**config.mk**
```make
export PLATFORM = sky130hd
export DESIGN_NAME = misr_step
export DESIGN_NICKNAME = d
export VERILOG_FILES = /design/src/rtl/y_misr_checker_misr_step.sv
export SDC_FILE = /design/constraint.sdc
export NUM_CORES = 1
export LEC_CHECK = 0
export ABC_CLOCK_PERIOD_IN_PS = 1000
export CAP_MARGIN = 20
export CELL_PAD_IN_SITES_DETAIL_PLACEMENT = 1
export CELL_PAD_IN_SITES_GLOBAL_PLACEMENT = 2
export CORE_MARGIN = 1
export CORE_UTILIZATION = 10
export DETAILED_ROUTE_END_ITERATION = 8
export GPL_ROUTABILITY_DRIVEN = 0
export GPL_TIMING_DRIVEN = 0
export PLACE_DENSITY_LB_ADDON = 0.05
export SETUP_SLACK_MARGIN = 0.05
export SLEW_MARGIN = 25
export SYNTH_ARGS = -nofsm -noshare
export SYNTH_HDL_FRONTEND = slang
export SYNTH_SLANG_ARGS = --single-unit
```
**constraint.sdc**
```tcl
create_clock -name vclk -period 1
set_input_delay 0.15 -clock vclk [all_inputs]
set_output_delay 0.15 -clock vclk [all_outputs]
set_load 0.03 [all_outputs]
```
**src/rtl/y_misr_checker_misr_step.sv**
```systemverilog
// Combinational MISR step: shift left, Galois feedback through POLY, then absorb the fold.
module misr_step #(
   parameter int                   SIG_WIDTH = 32,
   parameter logic [SIG_WIDTH-1:0] POLY      = 32'h04C11DB7
) (
   input  logic [SIG_WIDTH-1:0] sig_i,
   input  logic [SIG_WIDTH-1:0] fold_i,
   output logic [SIG_WIDTH-1:0] sig_next_o
);

   for (genvar gi = 0; gi < SIG_WIDTH; gi++) begin : g_bit
      if (gi == 0) begin : g_lsb
         assign sig_next_o[gi] = (POLY[gi] & sig_i[SIG_WIDTH-1]) ^ fold_i[gi];
      end else begin : g_upper
         assign sig_next_o[gi] = sig_i[gi-1] ^ (POLY[gi] & sig_i[SIG_WIDTH-1]) ^ fold_i[gi];
      end
   end

endmodule

```
==> flow_metrics.tcl <==
set metrics [dict create \
    status "complete, but fails checks" \
    violations "setup timing" \
    met1Wirelength_um 805 \
    die_x_um 72.8 \
    drt-total-wl_mm 2.44 \
    hold_viol 0 \
    ys_top_cells_by_count "xor2_1 (19), xor3_1 (9), xor3_4 (4), buf_6 (1)" \
    core_area_mm2 0.00479 \
    fin_nets 197 \
    io_pins 96 \
    met2WireLength_mm 1.33 \
    fin_util_pct 31.1 \
    firstDrtPassIters 1 \
    endpoint_kind "output port" \
    max_freq_mhz 997 \
    synth_top_area_cell "xor3_1" \
    netlist_area_um2 502 \
    rsz0062_at_grt "yes" \
    cp.required_ns 0.85 \
    rows 25 \
    tightestPinTransition_ns 0.140 \
    overflow 0 \
    final_cell_area_mm2 0.00149 \
    hpwlAfterDp_mm 2.09 \
    seq_cells 0 \
    pre_cts_slack_ns -1.11 \
    path_class "input pin to output port" \
    layout.cells.non_filler 198 \
    first_iter_violations 0 \
    die_y_um 72.8 \
    nClkBuffers 0 \
    dp_cells 196 \
    antenna_cells 0 \
    powerDensity_mw_per_mm2 758 \
    post-route-period-util_pct 100 \
    max_cap_viol_count 0 \
    tns_ns -0.00259 \
    yosysMostFrequentCell "xor2_1" \
    drive_gt1_share_pct 57.3 \
    met3WireLength_um 310 \
    grt_pass1_wl_mm 3.44 \
    areaGrowthSynthToFinish_pct 196 \
    ys_seq_area_share_pct 0 \
    finalWorstSetupSlack_ns -0.00259 \
    numPortBuffers 96 \
    die_area_mm2 0.00530 \
    cellLeakagePower_uw 0.000822 \
    vias_per_cell 3.29 \
    ant_nets 0 \
    cp.arrival_ns 0.85 \
    drc_errors 0 \
    vias 652 \
    maxSlewViolCount 0 \
    grt_usage_pct 8.30 \
    syn_nets 97 \
    wl_per_cell_um 12.3 \
    cts.hold.buffers_added 0 \
    antenna_found_initial 0 \
    yosysUniqueCellTypes 4 \
    vdd_drop_max_v 0.000340 \
    period_minus_slack_ns 1.00 \
    slew_headroom_pct 90.6 \
    synth_area_leaders "xor3_1 (43%), xor2_1 (33%), xor3_4 (22%), buf_6 (2.2%)" \
    grt_pass1_vias 698 \
    start_kind "input pin" \
    grt_max_degree 7 \
    yosys_warnings 0 \
    register_area_um2 0 \
    worstPathMaxFanout 1 \
    placed_area_mm2 0.00156 \
    setup_viol 1 \
    highest_layer "met3" \
    hold_class "input pin to output port" \
    start_util_pct 10.5 \
    synth_top_area_share_pct 42.6 \
    syn_inst 33 \
    avgSynthCellArea_um2 15.2 \
]
## power breakdown
| group | total, µW | internal, µW | switching, µW |
|---|---|---|---|
| Sequential | 0 | 0 | 0 |
| Clock | 0 | 0 | 0 |
| Combinational | 1130 | 598 | 529 |
## logic make-up after synthesis
group | synth area share (%)
xor gates and xnor gates | 97.8
buffers and inverters | 2.24
## layer usage
metal	vias up	GRT usage (%)
li1	307	-
met1	295	8.58
met2	50	17.5
met3	0	1.93
met4	0	0
met5	-	0
## worst paths after layout
check	slack, ns	cells past startpoint	startpoint	to
hold / removal	0.72	3	sig_i[11]	sig_next_o[12]
setup / recovery	-0.003	3	sig_i[22]	sig_next_o[23]
## critical path, stage by stage
cell,delay [ns]
buf_6,0.06
xor3_4,0.48
buf_6,0.16
## stage by stage
| step | power, µW | hold slack [ns] |
|---|---|---|
| 5_1_grt | 1180 | 0.726 |
| 3_3_place_gp | 1170 | 1.41 |
| 4_1_cts | 1110 | 0.727 |
| 6_report | 1130 | 0.720 |
| 2_1_floorplan | 578 | 0.472 |
| 3_5_place_dp | 1180 | 1.41 |
## layout make-up
type                            instances  area, µm²
Buffer                                  1       11.3
Fill cell                             569       3300
Multi-Input combinational cell         32        502
Tap cell                               67       83.8
Timing Repair Buffer                   98        890
## timing repair
item | 4_1_cts | 5_1_grt
pin swaps | 32 | 13
setup endpoints to repair | 32 | 14
hold endpoints to repair | 0 | 0
gates resized for setup | 290 | 62
gates cloned | 1 | 0
setup buffers | 1 | 0
## cells in the final DEF, fill, tap and decap left out
master / n
dlygate4sd2_1: 37
buf_6: 31
xor2_1: 19
buf_4: 19
xor3_2: 9
clkbuf_2: 9
xor3_4: 4
buf_8: 1
buf_2: 1
buf_12: 1
Power figures use the tool's default switching activity.
